===== config.mk =====
export PLATFORM = sky130hd
export DESIGN_NAME = pc_fetch_unit
export DESIGN_NICKNAME = d
export VERILOG_FILES = /design/src/rtl/pc_fetch_unit.sv
export SDC_FILE = /design/constraint.sdc
export NUM_CORES = 1
export LEC_CHECK = 0
export BUFFER_PORTS_ARGS = -buffer_cell sky130_fd_sc_hd__buf_4
export CAP_MARGIN = 20
export CORE_ASPECT_RATIO = 2
export CORE_UTILIZATION = 47
export DETAILED_ROUTE_END_ITERATION = 8
export HOLD_SLACK_MARGIN = 0.03
export PLACE_DENSITY = 0.89
export REMOVE_ABC_BUFFERS = 1
export SETUP_SLACK_MARGIN = 0.05
export SLEW_MARGIN = 0
export SYNTH_ARGS = -nofsm -noshare
export SYNTH_HDL_FRONTEND = slang
export SYNTH_SLANG_ARGS = --single-unit

===== constraint.sdc =====
create_clock -name clk -period 4 [get_ports clk]
set_input_delay 1 -clock clk [delete_from_list [all_inputs] [get_ports clk]]
set_output_delay 1 -clock clk [all_outputs]
set_load 0.02 [all_outputs]

===== src/rtl/pc_fetch_unit.sv =====
// Program-counter fetch unit: sequences fetch addresses through BOOT/RUN/HALT,
// applying trap > redirect > sequential advance priority with alignment enforcement.
module pc_fetch_unit #(
  parameter int unsigned     XLEN         = 32,
  parameter logic [XLEN-1:0] RESET_VECTOR = '0,
  parameter int unsigned     C_EXT        = 1
) (
  input  logic            clk,
  input  logic            reset,
  input  logic            fetch_ready,
  input  logic            is_compressed,
  input  logic            redirect_valid,
  input  logic [XLEN-1:0] redirect_target,
  input  logic            trap_valid,
  input  logic [XLEN-1:0] trap_vector,
  input  logic            halt_req,
  input  logic            resume_req,
  output logic [XLEN-1:0] pc,
  output logic [XLEN-1:0] pc_seq,
  output logic            fetch_valid,
  output logic            misalign_err,
  output logic            halted
);

  typedef enum logic [1:0] {StBoot, StRun, StHalt} state_e;

  state_e          state_q, state_d;
  logic [XLEN-1:0] pc_q, pc_d;
  logic            fetch_valid_q, fetch_valid_d;
  logic            misalign_q, misalign_d;

  logic [XLEN-1:0] pc_inc;
  logic [XLEN-1:0] trap_pc;
  logic [XLEN-1:0] redir_pc;
  logic            redir_misaligned;

  assign pc_inc   = ((C_EXT != 0) && is_compressed) ? XLEN'(2) : XLEN'(4);
  assign pc_seq   = pc_q + pc_inc;
  assign trap_pc  = {trap_vector[XLEN-1:2], 2'b00};
  assign redir_pc = {redirect_target[XLEN-1:1], 1'b0};
  // Without compressed support a halfword-aligned target cannot be fetched.
  assign redir_misaligned = (C_EXT == 0) && redirect_target[1];

  always_comb begin
    state_d    = state_q;
    pc_d       = pc_q;
    misalign_d = 1'b0;
    case (state_q)
      StBoot: state_d = StRun;
      StRun: begin
        if (trap_valid) begin
          pc_d = trap_pc;
        end else if (redirect_valid) begin
          if (redir_misaligned) begin
            pc_d       = trap_pc;
            misalign_d = 1'b1;
          end else begin
            pc_d = redir_pc;
          end
        end else if (fetch_valid_q && fetch_ready) begin
          pc_d = pc_seq;
        end
        // The PC update above still lands on the edge that enters HALT.
        if (halt_req) begin
          state_d = StHalt;
        end
      end
      StHalt: begin
        if (trap_valid) begin
          pc_d    = trap_pc;
          state_d = StRun;
        end else if (resume_req) begin
          state_d = StRun;
        end
      end
      default: state_d = StBoot;
    endcase
    fetch_valid_d = (state_d == StRun);
  end

  always_ff @(posedge clk) begin
    if (reset) begin
      state_q       <= StBoot;
      pc_q          <= RESET_VECTOR;
      fetch_valid_q <= 1'b0;
      misalign_q    <= 1'b0;
    end else begin
      state_q       <= state_d;
      pc_q          <= pc_d;
      fetch_valid_q <= fetch_valid_d;
      misalign_q    <= misalign_d;
    end
  end

  assign pc           = pc_q;
  assign fetch_valid  = fetch_valid_q;
  assign misalign_err = misalign_q;
  assign halted       = (state_q == StHalt);

endmodule


==> impl_metrics.tcl, run 1 <==
set metrics [dict create \
    status "completed" \
    path_common_cell "buf_4" \
    r2r_slack_ps 1550 \
    clock_sinks 34 \
    drt_iter0_drc 276 \
    drive_gt1_frac 0.336 \
    path_cells "buf_4 > ha_1 > fa_1 > nand4_1 > or4_2 > xnor2_1 > buf_4" \
    cp.required_ps 3000 \
    hold_slack_ps 533 \
    synth-main-ff-cell "dfxtp_1" \
    synth.distinct_cells 55 \
    worstSetupEndpointType "output pin" \
    yosysSeqAreaShare 0.246 \
    yosysWarningCount 0 \
    initial_core_util 0.485 \
    die_area_um2 6220 \
    antenna_found_initial 0 \
    cts_hold_buf 0 \
    fin_area_um2 3960 \
    grt_overflow 0 \
    path_class "input pin to output pin" \
    cp_max_fo 4 \
    numPortBuffers 132 \
    grt_max_degree 42 \
    totalWireLength_um 9990 \
    clockRootBuffer "clkbuf_16" \
    drtAntennaViolNets 0 \
    cts_buffer_depth 2 \
    rr_worst_depth 8 \
    slowest_delay_ps 760 \
    firstDrtPassIters 5 \
    io_pins 139 \
    die_x_um 56.3 \
    min_from "pc[1]" \
    num_antenna_cells 0 \
    ys_seq_elements 34 \
    place_hpwl_um 7020 \
    use_met2 0.587 \
    placed_area_um2 3800 \
    place_ws_ps 119 \
    rr_startpoint "pc[1]" \
    holdPathStages 2 \
    tritoncts "built" \
    synth_top_area_cell "dfxtp_1" \
    fin_nets 577 \
    tightest_slew_ps 784 \
    viasPerCell 6.23 \
    grt_use_met1 0.321 \
    setup_tns_ps 0 \
    netlist_top_cells_area "dfxtp_1, xnor2_1, a21oi_1, o21ai_0, nand2_1" \
    gp_congestion 0.918 \
    h-tree-depth 2 \
    relSlewSlack 0.477 \
    grt_setup_unrepaired "no" \
    r2r_end "pc[25]" \
    fin_crit_ps 3820 \
    slew_viol_final 0 \
    cpMaxStageDelayCell "or4_2" \
    async_flop_share 0 \
    clk_pin_slew_ps 60 \
    syn_to_final_growth_pct 43.2 \
    fmax_mhz 262 \
    nFillCells 492 \
    period_share 0.954 \
    holdPathEnd "pc[1]" \
    skew_ps 4.53 \
    ir_worst_vdd_uv 302 \
    syn_avg_cell_area_um2 7.30 \
    grt_pass1_vias 3253 \
    cts_resized 0 \
    grt-busiest-layer "met2" \
    worst_slack_ps 185 \
    p_leak_nw 1.69 \
    powerDensity_nw_per_um2 302 \
    num_vias 3512 \
    grt_util_met3 0.0293 \
    num_rows 39 \
    startpoint_type "input pin" \
    synthCells 379 \
    synth_edf_count 0 \
    grt_usage 0.311 \
    drc_errors 0 \
    arrival_ps 2820 \
    syn-cell-area_um2 2770 \
    maxCapViolations 0 \
    netlist.area_leader.share 0.246 \
    hold_path_class "flop to flop" \
    cts_made_buffers 5 \
    yosysMostFrequentCell "dfxtp_1" \
    grt_pass1_wl_um 15400 \
    synth_common_cells "dfxtp_1, nand2_1, a21oi_1, o21ai_0, clkbuf_1" \
    post_drt_wl_per_cell_um 17.7 \
    insertion_delay_ps 280 \
    core_um2 5710 \
    chipHeight_um 111 \
    hold_viol 0 \
    final-setup-viol-count 0 \
]
-- cell families after synthesis --
| group | after synthesis | share of synthesized area |
|---|---|---|
| flip-flops | 34 | 0.246 |
| AO/OA/AOI/OAI | 109 | 0.252 |
| XOR/XNOR | 29 | 0.0918 |
| AND/OR/NAND/NOR | 146 | 0.292 |
| buffers and inverters | 49 | 0.0723 |
| multiplexers | 8 | 0.0289 |
| adder cells (fa/ha/maj) | 3 | 0.0163 |
| other | 1 | 0.00135 |
-- sequential cells by signal (all words and copies together), names as in the netlist --
signal       cells
state_q          2
pc              31
fetch_valid      1
-- report_power, final --
group	switching, mW	leakage (nW)	internal (mW)
clock	0.151	0.0739	0.247
combinational	0.212	1.34	0.177
sequential	0.0449	0.279	0.365
-- how the worst max path moves through the flow --
stage	end	slack, ps	from	cells after the start
2_1_floorplan	pc_seq[15]	200	is_compressed	5
3_3_place_gp	pc_seq[23]	150	is_compressed	10
3_5_place_dp	pc_seq[29]	120	is_compressed	10
4_1_cts	pc_seq[29]	110	is_compressed	10
5_1_grt	pc_seq[27]	30	is_compressed	9
6_report	pc_seq[15]	180	is_compressed	7
-- worst max-delay path, delay by kind of cell --
kind / cells / cell delay (ps)
fa+ha+maj: 2 / 410
xor+xnor: 1 / 160
simple gates: 2 / 990
buf+inv: 2 / 250
-- through the flow --
step                total power, mW  cells  utilization
global placement              0.790    554        0.666
CTS                            1.19    562        0.692
finish                         1.20    564        0.694
detailed placement            0.799    554        0.666
floorplan                     0.606    349            -
global route                   1.24    564        0.694
-- cell type report --
cell class                      instances  area (um2)  area share
Timing Repair Buffer                  146        1100       0.277
Multi-Input combinational cell        298        1900       0.479
Inverter                               17        63.8      0.0161
Sequential cell                        34         681       0.172
Tap cell                               61        76.3      0.0193
Clock inverter                          1        5.00     0.00126
Clock buffer                            7         143      0.0360
-- placed cells by master (no fill, tap or decap), drive strengths merged, types with 5 or more instances in the layout --
master	netlist	final
buf	8	146
dfxtp	34	34
nand2	33	33
a21oi	31	31
o21ai	25	25
nor2	23	23
nand3	22	22
xnor2	21	21
inv	17	17
nor3	17	17
nand4	12	12
a31oi	9	9
o32ai	9	9
xor2	8	8
mux2i	8	8
and3	7	7
a211oi	7	7
nor4	7	7
or4	7	7
clkbuf	24	7
a31o	5	5
o211ai	5	5
-- layer usage --
layer / vias to the layer above / routed length (um)
li1: 1633 / -
met1: 1656 / 3380
met2: 187 / 5580
met3: 36 / 611
met4: 0 / 409
met5: - / 0
-- timing repair --
action,4_1_cts,5_1_grt
buffers inserted,0,2
endpoints found under the hold margin,0,0
endpoints found under the setup margin,0,4
No activity file was read; power rests on OpenSTA's default activity.
==> run 2, diff against run 1 <==
--- a/config.mk
+++ b/config.mk
@@ -5,13 +5,14 @@
 export SDC_FILE = /design/constraint.sdc
 export NUM_CORES = 1
 export LEC_CHECK = 0
-export BUFFER_PORTS_ARGS = -buffer_cell sky130_fd_sc_hd__buf_4
 export CAP_MARGIN = 20
 export CORE_ASPECT_RATIO = 2
-export CORE_UTILIZATION = 47
+export CORE_MARGIN = 2
+export CORE_UTILIZATION = 55
 export DETAILED_ROUTE_END_ITERATION = 8
+export DONT_BUFFER_PORTS = 1
 export HOLD_SLACK_MARGIN = 0.03
-export PLACE_DENSITY = 0.89
+export PLACE_DENSITY = 0.77
 export REMOVE_ABC_BUFFERS = 1
 export SETUP_SLACK_MARGIN = 0.05
 export SLEW_MARGIN = 0
==> run 2 against run 1 <==
  * Setup slack gained 1.5 ps
  * Sequential share of layout area grew 5.3 points
  * Non-clock buffer count shrank 116
  * Global-route usage shrank 1.0 points
  * Clock skew grew 3.4 ps
  * Largest power group unchanged
  * Register-to-register slack lost 260 ps
  * First-iteration DRC count shrank 57%
  * Die area shrank 9.1%
  * Sequential power grew 7.1%
  * Critical endpoint is now pc_seq[23]
  * Via count shrank 16%
  * Cell area shrank 23%
==> impl_metrics.tcl, run 2 (synthesis results as in run 1) <==
set metrics [dict create \
    drtAntennaViolNets 0 \
    viasPerCell 6.64 \
    grt_setup_unrepaired "no" \
    p_total_uw 940 \
    gp_congestion 0.846 \
    worst_slack_ps 186 \
    grt_usage 0.300 \
    core_um2 4860 \
    die_area_um2 5650 \
    totalWireLength_um 8460 \
    final-seq-area_um2 681 \
    multiInputGateArea_um2 1900 \
    insertion_delay_ps 280 \
    crit_path_start "is_compressed" \
    powerDensity_nw_per_um2 310 \
    largest_reg_flops 31 \
    cts_buffer_depth 2 \
    drt_iter0_drc 119 \
    num_antenna_cells 0 \
    clkPwrFrac 0.284 \
    setup_tns_ps 0 \
    p_int_uw 598 \
    startpoint_type "input pin" \
    status "completed" \
    io_pins 139 \
    post_drt_wl_per_cell_um 19.0 \
    rr_startpoint "pc[1]" \
    place_hpwl_um 6090 \
    skew_ps 7.92 \
    arrival_ps 2810 \
    hold_path_class "flop to flop" \
    num_rows 36 \
    clock_sinks 34 \
    power_frac_seq 0.468 \
    syn_to_final_growth_pct 9.63 \
    min_from "state_q[0]" \
    numPortBuffers 0 \
    place_ws_ps 176 \
    initial_core_util 0.569 \
    grt_pass1_vias 2757 \
    hold_slack_ps 564 \
    num_vias 2948 \
    grt_overflow 0 \
    ir_worst_vdd_uv 249 \
    grt_pass1_wl_um 13000 \
    worstSetupEndpointType "output pin" \
    firstDrtPassIters 8 \
    antenna_found_initial 0 \
    final-setup-viol-count 0 \
    nFillCells 439 \
    clockRootBuffer "clkbuf_8" \
    p_comb_frac 0.249 \
    p_leak_nw 1.09 \
    mostFrequentLayoutCells "dfxtp_1, nand2_1, a21oi_1" \
    fin_crit_ps 3810 \
    chipHeight_um 104 \
    slew_viol_final 0 \
    relSlewSlack 0.409 \
    fin_nets 461 \
    cp.required_ps 3000 \
    cp_max_fo 7 \
    cts_setup_buffers 0 \
    tritoncts "built" \
    hold_viol 0 \
    drc_errors 0 \
    drive_gt1_frac 0.140 \
    clk_pin_slew_ps 70 \
    maxCapViolations 0 \
    final_common_cell "dfxtp_1" \
    cts_hold_buf 0 \
    die_x_um 54.2 \
    grt_max_degree 42 \
    fin_util 0.624 \
    cts_resized 0 \
    cts_made_buffers 5 \
    period_share 0.953 \
    netSwitchingPower_uw 342 \
    sw_frac_of_total 0.364 \
    path_class "input pin to output pin" \
    h-tree-depth 2 \
    fmax_mhz 262 \
    tightest_slew_ps 886 \
]
[run 2: changes by cell type in the layout (fill, tap and decap cells not counted)]
cell	delta
nor2b_1	-1
clkbuf_16	-5
nor2b_2	+1
clkbuf_8	+5
buf_4	-116
[run 2: metrics by stage]
step | cell area (um2) | instances
finish | 3030 | 444
global route | 3030 | 444
CTS | 3030 | 444
detailed placement | 2940 | 436
global placement | 2940 | 436
floorplan | 2640 | 349
[run 2: final timing paths]
path,end,slack [ps],cells past startpoint
hold / removal,state_q[1],560,3
setup reg to reg,pc[27],1290,8
hold reg to reg,state_q[1],560,3
setup / recovery,pc_seq[23],190,9
[run 2: area by class of cell]
type,instances,area share
multi-input combinational,298,0.627
clock inverter,1,0.00165
clock buffer,7,0.0285
timing repair buffer,30,0.0742
tap,57,0.0235
sequential,34,0.224
inverter,17,0.0210
[run 2: per-layer routing]
metal	wire length [um]	track usage
met3	617	0.0532
met4	82	0.0750
met1	3120	0.334
met5	0	0
met2	4640	0.547
[run 2: power by group through the flow]
stage	clock, mW	sequential, mW	combinational (mW)
6_report	0.267	0.439	0.234
5_1_grt	0.288	0.445	0.255
4_1_cts	0.272	0.439	0.233
3_5_place_dp	0	0.447	0.233
3_3_place_gp	0	0.446	0.227
2_1_floorplan	0	0.436	0.170
[run 2: worst max-delay path, stage by stage]
cell and delay, ps:
ha_1 160, fa_1 250, nand4_1 210, buf_4 240
nor3_4 340, and2_2 220, nand2_1 70, xnor2_1 150
buf_4 170
==> run 3, diff against run 2 <==
--- a/config.mk
+++ b/config.mk
@@ -6,7 +6,7 @@
 export NUM_CORES = 1
 export LEC_CHECK = 0
 export CAP_MARGIN = 20
-export CORE_ASPECT_RATIO = 2
+export CORE_ASPECT_RATIO = 1.25
 export CORE_MARGIN = 2
 export CORE_UTILIZATION = 55
 export DETAILED_ROUTE_END_ITERATION = 8
==> run 3 against run 2 <==
  * Sequential power barely moved
  * Critical path depth fell by 1
  * Clock skew fell by 3.6 ps
  * Die area fell by 0.54%
  * Wire length fell by 2.3%
  * Register-to-register slack improved by 160 ps
  * Largest power group unchanged
==> impl_metrics.tcl, run 3 (synthesis results as in run 1) <==
set metrics [dict create \
    status "completed" \
    gp_congestion 0.845 \
    num_vias 2931 \
    final-seq-area_um2 681 \
    grt_overflow 0 \
    cts_hold_buf 0 \
    grt_setup_unrepaired "no" \
    rr_startpoint "pc[1]" \
    slew_viol_final 0 \
    clockRootBuffer "clkbuf_8" \
    startpoint_type "input pin" \
    nFillCells 449 \
    tightest_slew_ps 770 \
    largest_reg_flops 31 \
    clock_sinks 34 \
    drtAntennaViolNets 0 \
    fmax_mhz 268 \
    skew_ps 4.34 \
    num_antenna_cells 0 \
    antenna_found_initial 0 \
    initial_core_util 0.577 \
    drc_errors 0 \
    finalNonFillerCells 443 \
    cts_setup_buffers 0 \
    cts_resized 0 \
    dp_cells 436 \
    tritoncts "built" \
    r2r_slack_ps 1450 \
    arrival_ps 2730 \
    fin_nets 458 \
    path_class "input pin to output pin" \
    min_from "state_q[0]" \
    holdPathEnd "state_q[1]" \
    grt_pass1_wl_um 12900 \
    final-setup-viol-count 0 \
    setup_tns_ps 0 \
    viasPerCell 6.62 \
    period_share 0.932 \
    ir_worst_vdd_uv 221 \
    rr_worst_depth 8 \
    worstSetupEndpointType "output pin" \
    num_rows 28 \
    hold_viol 0 \
    grt_pass1_vias 2686 \
    maxCapViolations 0 \
    drive_gt1_frac 0.133 \
    core_um2 4800 \
    cp_max_fo 6 \
    place_hpwl_um 5800 \
    mostFrequentLayoutCells "dfxtp_1, nand2_1, a21oi_1" \
    die_area_um2 5620 \
    chipHeight_um 83.3 \
    multiInputGateArea_um2 1900 \
    io_pins 139 \
    cp.required_ps 3000 \
    h-tree-depth 2 \
    r2r_end "pc[27]" \
    die_x_um 67.5 \
    powerDensity_nw_per_um2 305 \
    post_drt_wl_per_cell_um 18.6 \
    insertion_delay_ps 290 \
    numPortBuffers 0 \
    clk_pin_slew_ps 70 \
    final_common_cell "dfxtp_1" \
    totalWireLength_um 8260 \
    cts_buffer_depth 2 \
    relSlewSlack 0.487 \
    grt_usage 0.291 \
    p_leak_nw 1.07 \
    fin_crit_ps 3730 \
    hold_path_class "flop to flop" \
    syn_to_final_growth_pct 8.50 \
    grt_max_degree 42 \
    drt_iter0_drc 257 \
    cts_made_buffers 5 \
    holdPathStages 3 \
    firstDrtPassIters 4 \
]
[run 3: cell types whose count changed in the layout (fill, tap and decap cells not counted), sizes merged]
cell / delta
clkbuf: -2
clkinv: +1
buf: -3
[run 3: how the worst max path moves through the flow]
stage / startpoint / end / slack, ps / depth (start not counted)
2_1_floorplan: is_compressed / pc_seq[15] / 200 / 5
3_3_place_gp: is_compressed / pc_seq[19] / 250 / 8
3_5_place_dp: is_compressed / pc_seq[19] / 270 / 8
4_1_cts: is_compressed / pc_seq[19] / 270 / 8
5_1_grt: is_compressed / pc_seq[26] / 110 / 8
6_report: is_compressed / pc_seq[19] / 270 / 8
[run 3: power breakdown]
| group | internal, mW | leakage, nW | switching [mW] |
|---|---|---|---|
| sequential | 0.365 | 0.279 | 0.0741 |
| clock | 0.117 | 0.0438 | 0.128 |
| combinational | 0.0934 | 0.746 | 0.139 |
| total | 0.575 | 1.07 | 0.341 |
[run 3: critical path: stages]
cell and delay, ps:
ha_1 160, fa_1 250, nand4_1 150, buf_4 210, nor3_1 380, and3_1 280, xnor2_1 130, buf_4 160
[run 3: routing by layer]
metal / GRT usage / wire, um / up-vias
met3: 0.0691 / 750 / 15
met5: 0 / 0 / -
met1: 0.352 / 3340 / 1367
li1: - / - / 1396
met4: 0.0798 / 108 / 0
met2: 0.500 / 4060 / 153
[run 3: metrics by stage]
| step | hold slack (ps) | total power, mW | util | worst slack (ps) | area (um2) |
|---|---|---|---|---|---|
| 2_1_floorplan | 506 | 0.606 | - | 196 | 2640 |
| 3_3_place_gp | 527 | 0.671 | 0.609 | 254 | 2920 |
| 3_5_place_dp | 566 | 0.678 | 0.609 | 273 | 2920 |
| 4_1_cts | 582 | 0.918 | 0.626 | 268 | 3000 |
| 5_1_grt | 630 | 0.958 | 0.626 | 105 | 3000 |
| 6_report | 583 | 0.915 | 0.626 | 271 | 3000 |
[run 3: final cells by class]
class / count / share of cell area
Clock inverter: 2 / 0.00333
Tap cell: 60 / 0.0250
Multi-Input combinational cell: 298 / 0.633
Timing Repair Buffer: 27 / 0.0675
Sequential cell: 34 / 0.227
Clock buffer: 5 / 0.0229
Inverter: 17 / 0.0212
